## src/rtl/axi_decerr_responder.sv

```systemverilog
// AXI4 default slave: completes every AW/W/AR transaction with DECERR.
// Ports: clk_i, rst_ni (sync, active-low); AXI AW/W/B/AR/R channels;
//        err_cnt_o (saturating DECERR count), err_addr_o (last accepted addr).
module axi_decerr_responder #(
    parameter int unsigned IdWidth   = 5,
    parameter int unsigned AddrWidth = 64,
    parameter int unsigned DataWidth = 64,
    parameter logic [DataWidth-1:0] RespData = DataWidth'(64'hDEC0_DEC0_DEC0_DEC0)
) (
    input  logic                 clk_i,
    input  logic                 rst_ni,
    input  logic                 aw_valid_i,
    output logic                 aw_ready_o,
    input  logic [IdWidth-1:0]   aw_id_i,
    input  logic [AddrWidth-1:0] aw_addr_i,
    input  logic [7:0]           aw_len_i,
    input  logic                 w_valid_i,
    output logic                 w_ready_o,
    input  logic                 w_last_i,
    output logic                 b_valid_o,
    input  logic                 b_ready_i,
    output logic [IdWidth-1:0]   b_id_o,
    output logic [1:0]           b_resp_o,
    input  logic                 ar_valid_i,
    output logic                 ar_ready_o,
    input  logic [IdWidth-1:0]   ar_id_i,
    input  logic [AddrWidth-1:0] ar_addr_i,
    input  logic [7:0]           ar_len_i,
    output logic                 r_valid_o,
    input  logic                 r_ready_i,
    output logic [IdWidth-1:0]   r_id_o,
    output logic [DataWidth-1:0] r_data_o,
    output logic [1:0]           r_resp_o,
    output logic                 r_last_o,
    output logic [15:0]          err_cnt_o,
    output logic [AddrWidth-1:0] err_addr_o
);

    localparam logic [1:0] W_IDLE = 2'd0;
    localparam logic [1:0] W_DATA = 2'd1;
    localparam logic [1:0] W_RESP = 2'd2;

    localparam logic [0:0] R_IDLE = 1'b0;
    localparam logic [0:0] R_DATA = 1'b1;

    logic [1:0]           r_wstate;
    logic [IdWidth-1:0]   r_bid;
    logic [0:0]           r_rstate;
    logic [IdWidth-1:0]   r_rid;
    logic [7:0]           r_beats;
    logic [15:0]          r_err_cnt;
    logic [AddrWidth-1:0] r_err_addr;

    logic        w_aw_hs;
    logic        w_w_last_hs;
    logic        w_b_hs;
    logic        w_ar_hs;
    logic        w_r_hs;
    logic        w_rlast_hs;
    logic [16:0] w_cnt_sum;
    logic [15:0] w_cnt_next;
    logic        w_unused;

    // Burst length is irrelevant on writes: w_last_i alone ends the burst.
    assign w_unused = ^aw_len_i;

    // Everything handshake-related is gated so reset forces a quiet bus.
    assign aw_ready_o = rst_ni & (r_wstate == W_IDLE);
    assign w_ready_o  = rst_ni & (r_wstate == W_DATA);
    assign b_valid_o  = rst_ni & (r_wstate == W_RESP);
    assign b_id_o     = rst_ni ? r_bid : '0;
    assign b_resp_o   = 2'b11;

    assign ar_ready_o = rst_ni & (r_rstate == R_IDLE);
    assign r_valid_o  = rst_ni & (r_rstate == R_DATA);
    assign r_id_o     = rst_ni ? r_rid : '0;
    assign r_data_o   = RespData;
    assign r_resp_o   = 2'b11;
    assign r_last_o   = (r_beats == 8'd0);

    assign w_aw_hs     = aw_valid_i & aw_ready_o;
    assign w_w_last_hs = w_valid_i & w_ready_o & w_last_i;
    assign w_b_hs      = b_valid_o & b_ready_i;
    assign w_ar_hs     = ar_valid_i & ar_ready_o;
    assign w_r_hs      = r_valid_o & r_ready_i;
    assign w_rlast_hs  = w_r_hs & r_last_o;

    // Up to +2 per cycle; the 17th bit flags overflow so we clamp, not wrap.
    assign w_cnt_sum  = {1'b0, r_err_cnt} + 17'(w_b_hs) + 17'(w_rlast_hs);
    assign w_cnt_next = w_cnt_sum[16] ? 16'hFFFF : w_cnt_sum[15:0];

    assign err_cnt_o  = r_err_cnt;
    assign err_addr_o = r_err_addr;

    always_ff @(posedge clk_i) begin
        if (!rst_ni) begin
            r_wstate <= W_IDLE;
            r_bid    <= '0;
        end else begin
            unique case (r_wstate)
                W_IDLE: begin
                    if (w_aw_hs) begin
                        r_wstate <= W_DATA;
                        r_bid    <= aw_id_i;
                    end
                end
                W_DATA: begin
                    if (w_w_last_hs) r_wstate <= W_RESP;
                end
                W_RESP: begin
                    if (w_b_hs) r_wstate <= W_IDLE;
                end
                default: r_wstate <= W_IDLE;
            endcase
        end
    end

    always_ff @(posedge clk_i) begin
        if (!rst_ni) begin
            r_rstate <= R_IDLE;
            r_rid    <= '0;
            r_beats  <= 8'd0;
        end else if (r_rstate == R_IDLE) begin
            if (w_ar_hs) begin
                r_rstate <= R_DATA;
                r_rid    <= ar_id_i;
                r_beats  <= ar_len_i;
            end
        end else if (w_r_hs) begin
            if (r_last_o) r_rstate <= R_IDLE;
            else          r_beats  <= r_beats - 8'd1;
        end
    end

    always_ff @(posedge clk_i) begin
        if (!rst_ni) begin
            r_err_cnt  <= 16'd0;
            r_err_addr <= '0;
        end else begin
            r_err_cnt <= w_cnt_next;
            // AW wins a same-cycle tie with AR.
            if (w_aw_hs)      r_err_addr <= aw_addr_i;
            else if (w_ar_hs) r_err_addr <= ar_addr_i;
        end
    end

endmodule

```

## config.mk

```make
export PLATFORM = sky130hd
export DESIGN_NAME = axi_decerr_responder
export DESIGN_NICKNAME = d
export VERILOG_FILES = /design/src/rtl/axi_decerr_responder.sv
export SDC_FILE = /design/constraint.sdc
export NUM_CORES = 1
export LEC_CHECK = 0
export CELL_PAD_IN_SITES_DETAIL_PLACEMENT = 0
export CELL_PAD_IN_SITES_GLOBAL_PLACEMENT = 2
export CORE_MARGIN = 5
export CORE_UTILIZATION = 17
export DETAILED_ROUTE_END_ITERATION = 10
export PLACE_DENSITY = 0.74
export SETUP_SLACK_MARGIN = 0.2
export SLEW_MARGIN = 25
export SYNTH_ARGS = -nofsm -noshare
export SYNTH_HDL_FRONTEND = slang
export SYNTH_SLANG_ARGS = --single-unit
```

## constraint.sdc

```tcl
create_clock -name clk_i -period 3.18 [get_ports clk_i]
set_clock_uncertainty 0.05 [all_clocks]
set_input_delay 0.795 -clock clk_i [delete_from_list [all_inputs] [get_ports clk_i]]
set_output_delay 0.795 -clock clk_i [all_outputs]
set_load 0.05 [all_outputs]
```

==> key figures, run 1 <==
Run status
  – Run status: finished clean

Logic synthesis
  – Sequential area share after synthesis: 39.60%
  – EDFF count, synth: 0
  – FFs w/ async S/R, synth: 0%
  – Synth Warn #: 0
  – Synth cell types: 54
  – Mapped Area: 0.005106 mm²
  – Synth Instances: 637
  – Syn Area/Cell: 8.016 µm²
  – #FFs+latches synth: 101
  – Main synth FF type: dfxtp_1

Die
  – Std cell rows: 63
  – Core Box Area: 0.02964 mm²
  – Starting Density: 17.23%
  – Die height: 183.3 µm
  – Die ar.: 0.03360 mm²
  – Die width: 183.3 µm
  – Ports: 326

Setup path
  – Crit path buf inv count: 1
  – R2r setup slk: 0.43 ns
  – CP top delay family: simple AND/OR/NAND/NOR gates
  – Length in cells of the worst reg-to-reg path: 12
  – Max FO, Critical Path: 4
  – Critical path type: flip-flop to flip-flop
  – Levels on crit path: 12
  – Max stage delay on crit path: 0.52 ns
  – Worst Path Arrival: 2.95 ns
  – Startpoint Class: flip-flop
  – Critical Path RT: 3.39 ns
  – CP Capture Type: flip-flop
  – Slowest library cell on the worst path: or4b_1
  – Cell Chain, Critical Path: inv_2, ha_1, nor3b_4, and2_4, nand2_1, nor3_2, fa_2, ha_4, nand4_1, nor2_4, or4b_1, o211a_1

Global route
  – Global route overflow: 0
  – Largest net degree at the start of global routing: 81
  – Initial antenna violation count: 2
  – First-pass GRT wire length: 29,440 µm
  – Via count of the first global-routing pass: 5,090
  – All-Layer GR Usage: 11.08%

CTS
  – Max clock buf depth: 2
  – CTS tree: done
  – Clock net sink count: 101
  – CTS Hold Bufs: 0
  – Root Buffer: clkbuf_16
  – Num CTS Buffers: 9
  – H-tree levels: 3
  – Clock Latency Late Sink: 0.35 ns
  – Clock transition at path regs: 0.08 ns

Hold path
  – Hold path cells: 2
  – Worst hold path type: flip-flop to flip-flop

Finish
  – # fillers: 3,223
  – Reg area: 0.002024 mm²
  – Layout area overhead: 66.85%
  – Layout cells sized above 1: 12.10%
  – Nets: 1,045
  – Multi-input combinational cell area: 0.002738 mm²
  – Diode count: 0
  – Utilization after layout: 28.74%
  – Non-filler cells, final: 1,274

Place
  – Routability cong.: 0.7355
  – Dpl cells: 1,256
  – Place WS: -0.02251 ns
  – HPWL Detailed: 13,960 µm
  – IO buf count: 249

STA
  – Final setup margin: 0.4315 ns
  – Setup violators final: 0
  – RSZ-0062 raised after global routing: false
  – Slew @ Worst Pin: 0.6702 ns
  – Final hold viol count: 0
  – Slew Limit Fails: 0
  – Final Cycle Share: 86.43%
  – Relative slew slack: 55.32%
  – Post-layout minimum cycle time: 2.749 ns
  – Fmax achieved: 363.8 MHz

Routing
  – Vias post-DR: 5,120
  – Remaining antenna violation count: 0
  – Drt first pass iters: 4
  – Wirelength per Cell: 15.36 µm
  – DRC: 0
  – Drt total wl: 19,570 µm
  – Detailed Route Iter0 Violations: 170
  – Vias per cell: 4.019

Power and ir drop
  – Comb pwr share: 33.7%
  – Switching Share: 36.31%
  – P_int: 2.593 mW
  – Total power: 4.072 mW
  – Reg power frac: 35.2%
  – P per Cell Area: 478.0 mW/mm²
  – Net Switching: 1.479 mW
  – Pleak: 3.202 nW
  – Peak supply drop: 0.2353 mV
  – Clk network pwr share: 31.0%

Job
  – Max-cap violation count: 0
==> Yosys cell counts, types with 4 or more instances <==
library cell / count / area share, %
nand2_1: 149 / 11
dfxtp_1: 101 / 40
nor2_1: 77 / 5.7
buf_4: 70 / 10
a311oi_1: 64 / 11
clkbuf_1: 23 / 1.7
a21oi_1: 19 / 1.9
and2_1: 13 / 1.6
buf_2: 13 / 1.3
mux2_2: 11 / 2.4
o21ai_0: 8 / 0.78
inv_1: 6 / 0.44
and3_1: 5 / 0.61
buf_1: 5 / 0.37
nand3_1: 5 / 0.49
nor3_1: 5 / 0.49
nand4_1: 4 / 0.49
xor2_1: 4 / 0.69
==> metal layers <==
metal  up-vias  track usage, %  wire length (µm)
met3        18           3.669              1440
met4         4           2.950               276
met5         -               0                27
met2       183           18.63              9523
met1      2356           13.66              8301
li1       2559               -                 -
==> worst register-to-register path, cell delays in order, from the launching register on <==
cell	delay [ns]
dfxtp_2	0.37
inv_2	0.06
ha_1	0.20
nor3b_4	0.16
and2_4	0.17
nand2_1	0.13
nor3_2	0.08
fa_2	0.40
ha_4	0.17
nand4_1	0.14
nor2_4	0.07
or4b_1	0.52
o211a_1	0.13
==> area by class of cell <==
class | count | share of cell area, %
timing repair buffer | 276 | 34.13
tap | 390 | 5.728
clock buffer | 9 | 2.644
clock inverter | 7 | 1.219
inverter | 8 | 0.3818
sequential | 101 | 23.76
multi-input combinational | 483 | 32.13
==> what timing repair did <==
| action | 4_1_cts | 5_1_grt |
|---|---|---|
| buffers inserted | 0 | 2 |
| resized for setup | 6 | 9 |
| setup endpoints to repair | 19 | 19 |
| pin swaps | 0 | 3 |
| gates cloned | 0 | 0 |
==> path summary, 6_finish.rpt <==
| kind | from | end |
|---|---|---|
| worst max register to register | r_beats[0]$_SDFFE_PN0P_ | err_cnt_o[15]$_SDFF_PN0_ |
| worst min register to register | err_addr_o[49]$_SDFFE_PN0P_ | err_addr_o[49]$_SDFFE_PN0P_ |
| worst max-delay path | r_beats[0]$_SDFFE_PN0P_ | err_cnt_o[15]$_SDFF_PN0_ |
| worst min-delay path | err_addr_o[49]$_SDFFE_PN0P_ | err_addr_o[49]$_SDFFE_PN0P_ |
==> flip-flops by register name (all words and copies together) (netlist names) <==
name / cells
r_rid: 5
err_cnt_o: 16
r_beats: 8
r_wstate: 2
r_rstate: 1
r_bid: 5
err_addr_o: 64
==> power groups by stage <==
stage          Clock [mW]  Combinational (mW)  Sequential [mW]
2_1_floorplan           0               0.613             1.73
3_3_place_gp            0                1.37             1.46
3_5_place_dp            0                1.36             1.46
4_1_cts              1.35                1.37             1.43
5_1_grt              1.39                1.46             1.45
6_report             1.26                1.37             1.43
==> kinds of logic after synthesis <==
family          Yosys count  synth area share (%)
compound gates          116                 17.74
xor+xnor                  7                 1.201
fa+ha+maj                 4                 1.127
buf+inv                 119                 14.21
flops                   101                 39.60
mux                      13                 2.818
other cells               2                0.1471
simple gates            275                 23.16
==> cells in the final DEF (no fill, tap or decap), types with 4 or more instances in the layout <==
cell	instances
clkbuf_16	9
a21oi_1	10
and2_1	11
buf_4	23
and3_1	5
nor2_1	76
dfxtp_1	99
buf_12	20
xor2_1	4
a311oi_1	64
clkdlybuf4s50_1	232
nand2_1	147
conb_1	68
a21oi_2	9
o21ai_0	8
mux2_2	11
inv_1	5
nand4_1	4
==> through the flow <==
stage | hold WS (ns) | TNS [ns] | cell area (µm²)
after floorplan | 0.4115 | -0.02838 | 5455
after global placement | 0.4185 | -0.07443 | 8119
after detailed placement | 0.4213 | -0.04082 | 8119
after CTS | 0.4375 | 0 | 8474
after global routing | 0.4568 | 0 | 8519
final | 0.4306 | 0 | 8519
(Power assumes the default switching activity.)
==> run 2, diff against run 1 <==
CORE_MARGIN = 1.5   (was 5)
==> run 2 against run 1 <==
  * Global-route usage increased by 0.59 points
  * Setup slack worse by 0.066 ns
  * Power shrank 3.3%
  * Wire length is 3.6% lower
  * Worst hold slack lost 0.00079 ns
  * Utilization shrank 0.18 points
  * Sequential share of layout area grew 0.12 points
  * Cell count stayed put
  * Critical path depth did not move
  * Critical endpoint unchanged
==> key figures, run 2 (same netlist as run 1, synthesis figures left out) <==
CTS
  – Clock Latency Late Sink: 0.35 ns
  – Max clock buf depth: 2
  – CTS tree: done
  – Root Buffer: clkbuf_16
  – Num CTS Buffers: 9
  – Clock net sink count: 101
  – H-tree levels: 3
  – Clock transition at path regs: 0.08 ns
  – CTS Hold Bufs: 0

Power and ir drop
  – Net Switching: 1.484 mW
  – Peak supply drop: 0.2733 mV
  – Comb pwr share: 34.9%
  – P per Cell Area: 464.9 mW/mm²
  – Reg power frac: 36.4%
  – P_int: 2.452 mW
  – Clk network pwr share: 28.7%
  – Switching Share: 37.70%
  – Pleak: 3.179 nW

Routing
  – Wirelength per Cell: 14.81 µm
  – DRC: 0
  – Vias post-DR: 5,157
  – Drt first pass iters: 4
  – Met2 routed WL: 9012 µm
  – Vias per cell: 4.048
  – Top routing layer used: met5
  – Drt total wl: 18,870 µm
  – Remaining antenna violation count: 0
  – Met1 wire length: 8319 µm
  – DR WL met3: 1142 µm
  – Detailed Route Iter0 Violations: 199

Finish
  – Layout cells sized above 1: 11.54%
  – Commonest non-fill, non-tap cell in the layout: clkdlybuf4s50_1
  – # fillers: 3,213
  – Commonest non-fill, non-tap cells in the layout: 232 x clkdlybuf4s50_1, 147 x nand2_1, 101 x dfxtp_1
  – Utilization after layout: 28.56%
  – Layout area overhead: 65.79%
  – Diode count: 0
  – Nets: 1,045
  – Max FFs per register: 64

Setup path
  – CP Capture Type: flip-flop
  – Max stage delay on crit path: 0.51 ns
  – Worst Path Arrival: 3.01 ns
  – Slowest library cell on the worst path: or4b_1
  – Critical path type: flip-flop to flip-flop
  – Max FO, Critical Path: 4
  – Startpoint Class: flip-flop
  – Cell Chain, Critical Path: inv_1, ha_1, nor3b_4, and2_4, nand2_1, nor3_2, fa_2, ha_4, nand4_1, nor2_4, or4b_1, o211a_1
  – Critical Path RT: 3.38 ns

Die
  – Die width: 176.3 µm
  – Die ar.: 0.03109 mm²
  – Std cell rows: 63
  – Ports: 326
  – Starting Density: 17.23%
  – Core Box Area: 0.02964 mm²
  – Die height: 176.3 µm

STA
  – Final Cycle Share: 88.51%
  – Relative slew slack: 57.72%
  – Setup violators final: 0
  – Setup Total Neg Slack: 0 ns
  – Slew Limit Fails: 0
  – Final hold viol count: 0
  – Slew @ Worst Pin: 0.6342 ns
  – RSZ-0062 raised after global routing: false
  – Post-layout minimum cycle time: 2.815 ns
  – Fmax achieved: 355.3 MHz

Place
  – Routability cong.: 0.7652
  – HPWL Detailed: 13,350 µm
  – IO buf count: 249

Hold path
  – Worst hold path type: flip-flop to flip-flop

Job
  – Max-cap violation count: 0

Global route
  – First-pass GRT wire length: 28,120 µm
  – Largest net degree at the start of global routing: 70
  – Global route overflow: 0
  – All-Layer GR Usage: 11.67%
  – Via count of the first global-routing pass: 4,901
  – Initial antenna violation count: 2

Run status
  – Run status: finished clean
==> run 2: layout make-up <==
class,instances,area [µm²],share of cell area [%]
Timing Repair Buffer,276,2908,34.35
Multi-Input combinational cell,483,2729,32.23
Sequential cell,101,2022,23.88
Tap cell,390,488.0,5.764
Clock buffer,11,242.7,2.867
Clock inverter,5,43.79,0.5173
Inverter,8,32.53,0.3843
==> run 2: worst max-delay path: cells and delay by family (launching register included) <==
family	cells	cell delay [ns]
compound gates	1	0.14
fa+ha+maj	3	0.81
buf+inv	1	0.10
flops	1	0.38
simple gates	7	1.24
==> run 2: final timing paths <==
path | slack (ns) | to | from | cells past startpoint
hold reg to reg | 0.43 | err_addr_o[1]$_SDFFE_PN0P_ | err_addr_o[1]$_SDFFE_PN0P_ | 2
setup reg to reg | 0.37 | err_cnt_o[15]$_SDFF_PN0_ | r_beats[0]$_SDFFE_PN0P_ | 12
setup / recovery | 0.37 | err_cnt_o[15]$_SDFF_PN0_ | r_beats[0]$_SDFFE_PN0P_ | 12
hold / removal | 0.43 | err_addr_o[1]$_SDFFE_PN0P_ | err_addr_o[1]$_SDFFE_PN0P_ | 2
==> run 2: per-layer routing <==
layer | vias to the layer above | track usage, %
li1 | 2558 | -
met2 | 197 | 19.59
met3 | 24 | 2.778
met5 | - | 0
met4 | 2 | 4.095
met1 | 2376 | 14.52
==> run 2: power groups by stage <==
| stage | Clock [mW] | Sequential [mW] | Combinational, mW |
|---|---|---|---|
| 6_report | 1.13 | 1.43 | 1.38 |
| 5_1_grt | 1.24 | 1.45 | 1.45 |
| 4_1_cts | 1.19 | 1.43 | 1.37 |
| 3_5_place_dp | 0 | 1.46 | 1.37 |
| 3_3_place_gp | 0 | 1.46 | 1.37 |
| 2_1_floorplan | 0 | 1.73 | 0.613 |
==> run 2: per-stage QoR <==
step | total power [mW] | setup WS, ns | hold slack, ns | instance area [µm²] | instances
after floorplan | 2.344 | -0.02838 | 0.4115 | 5455 | 703
after global placement | 2.823 | -0.05540 | 0.4187 | 8127 | 1257
after detailed placement | 2.823 | -0.04272 | 0.4180 | 8127 | 1257
after CTS | 3.998 | 0.2077 | 0.4339 | 8437 | 1273
after global routing | 4.142 | 0.1964 | 0.4526 | 8466 | 1274
final | 3.936 | 0.3655 | 0.4298 | 8466 | 1274
==> run 2: what timing repair did <==
action                     4_1_cts  5_1_grt
pin swaps                        0        2
buffers inserted                 0        1
resized for setup                6        5
setup endpoints to repair       14       19
==> patch: new RTL, flow settings as in run 2 <==
`DataWidth`: 64 -> 128.
--- a/src/rtl/axi_decerr_responder.sv
+++ b/src/rtl/axi_decerr_responder.sv
@@ -5,5 +5,5 @@
     parameter int unsigned IdWidth   = 5,
     parameter int unsigned AddrWidth = 64,
-    parameter int unsigned DataWidth = 64,
+    parameter int unsigned DataWidth = 128,
     parameter logic [DataWidth-1:0] RespData = DataWidth'(64'hDEC0_DEC0_DEC0_DEC0)
 ) (
Ports: changed (resized r_data_o); port bits go from 326 to 390. No check against the original RTL was run, so the function may have changed too.
==> patch against run 2 <==
Synthesized area increased by 9.4%; core utilization decreased by 1.2 points; wire length increased by 5.5%; combinational power increased by 13%; final area increased by 5.1%; hold slack about the same; count of clock-buffer cells in the layout decreased by 1; largest power group is now combinational cells; worst setup slack got worse by 3.5 ps; die area increased by 9.2%; maximum frequency decreased by 0.12%; sequential power about the same; total power increased by 5.4%; sequential cell count unchanged.
==> patch: results <==
[worst_hold_path]
min_delay_worst_endpoint = err_addr_o[35]$_SDFFE_PN0P_
hold_path_class = flop to flop
hold_start = err_addr_o[35]$_SDFFE_PN0P_
hold_depth = 2

[setup_path]
crit_fanout = 4
r2r_slack_ps = 360
worstRegToRegCells = 12
cp.arrival_ps = 3020
slowest_delay_ps = 470
cp_slowest_cell = or4b_1
critPathLaunch = r_beats[0]$_SDFFE_PN0P_
r2r-end = err_cnt_o[15]$_SDFF_PN0_

[final_layout]
multi_input_cells = 547
largest_reg_flops = 64
nets = 1119
fill_cells = 3538
seq_area_mm2 = 0.002022
clkbuf_count = 10
multi_input_area_share_pct = 33.47
clk_share_pct = 3.263
signal_buffers = 286
buf_share_pct = 33.95
drive_gt1_share_pct = 12.11

[grt]
antenna_found_initial = 1
gr-usage-all-layers_pct = 11.16
grt_pass1_vias = 4911
grt_pass1_wl_um = 28790
grt_max_degree = 45

[placed_design]
place_congestion = 0.7390
dp_hpwl_um = 14350
dpl_worst_slack_ps = -70.14

[logic_synthesis]
synthMuxAreaShare_pct = 2.576
synth_area_leaders = dfxtp_1 36%, buf_4 18%, a311oi_1 10%
synth_compound_area_share_pct = 16.22
ys_types = 54
synthAdderAreaFrac_pct = 1.030
ys_top_cells_by_count = 149 x nand2_1, 134 x buf_4, 101 x dfxtp_1
synth_xor_area_share_pct = 1.097
synth_warnings = 0
synth-seq-area-share_pct = 36.19

[clock_network]
clkLatencyLatePin_ps = 350
clk_pin_slew_worst_paths_ps = 90
postCtsSetupRepairBufs = 0
cts_buffer_depth = 2
root_buffer = clkbuf_16
cts_sinks = 101
cts_resized = 3
cts_buffers = 9

[drt]
drtPass1Iterations = 4
drt_iter0_drc = 201
post_drt_wl_per_cell_um = 14.22
num_vias = 5312

[sta]
max_slew.worst_pin.slew_ps = 587.6

[power_and_ir_drop]
p_seq_share_pct = 34.5
ir_worst_vdd_mv = 0.2966
power.leakage_uw = 0.003463
internal_power_uw = 2471

[outcome]
status = finished clean
## patch: cell types whose count changed in the layout (fill, tap and decap cells not counted), sizes merged
cell / before / now
conb: 68 / 132
clkbuf: 11 / 10
buf: 43 / 53
inv: 9 / 11
clkinvlp: 2 / 0
clkinv: 2 / 3
## patch: worst max-delay path by stage
stage	endpoint	slack, ps	cells past startpoint
3_5_place_dp	err_cnt_o[10]$_SDFF_PN0_	-70	11
6_report	err_cnt_o[15]$_SDFF_PN0_	360	12
2_1_floorplan	err_cnt_o[15]$_SDFF_PN0_	-30	10
3_3_place_gp	err_cnt_o[10]$_SDFF_PN0_	-40	11
4_1_cts	aw_ready_o	180	5
5_1_grt	err_cnt_o[1]$_SDFF_PN0_	200	14
## patch: worst reg2reg max path: stages (launching register included)
cell	delay (ps)
dfxtp_1	350
inv_2	90
ha_2	180
nor3b_4	230
and2_4	200
nand2_2	80
nor3_4	200
fa_2	280
buf_4	120
and4_4	230
nand4_4	90
or4b_1	480
o211a_1	140
## patch: metal layers
metal | vias to the layer above | global-route usage, % | wire (µm)
met4 | 0 | 2.721 | 196
met1 | 2454 | 14.06 | 8891
li1 | 2641 | - | -
met5 | - | 0 | 0
met3 | 8 | 2.549 | 1157
met2 | 209 | 19.17 | 9663
## patch: cells by family after synthesis
group	after synthesis
buf+inv	183
mux	13
xor+xnor	7
simple gates	275
fa+ha+maj	4
other cells	2
flops	101
compound gates	116
## patch: metrics by stage
stage	power [µW]	cell area, µm²	hold slack, ps	TNS [ps]	instances
2_1_floorplan	2569	6176	411.5	-28.38	831
3_3_place_gp	3013	8537	418.3	-44.17	1382
3_5_place_dp	3014	8537	419.9	-112.5	1382
4_1_cts	4212	8840	433.3	0	1398
5_1_grt	4371	8896	453.1	0	1400
6_report	4148	8896	429.7	0	1400
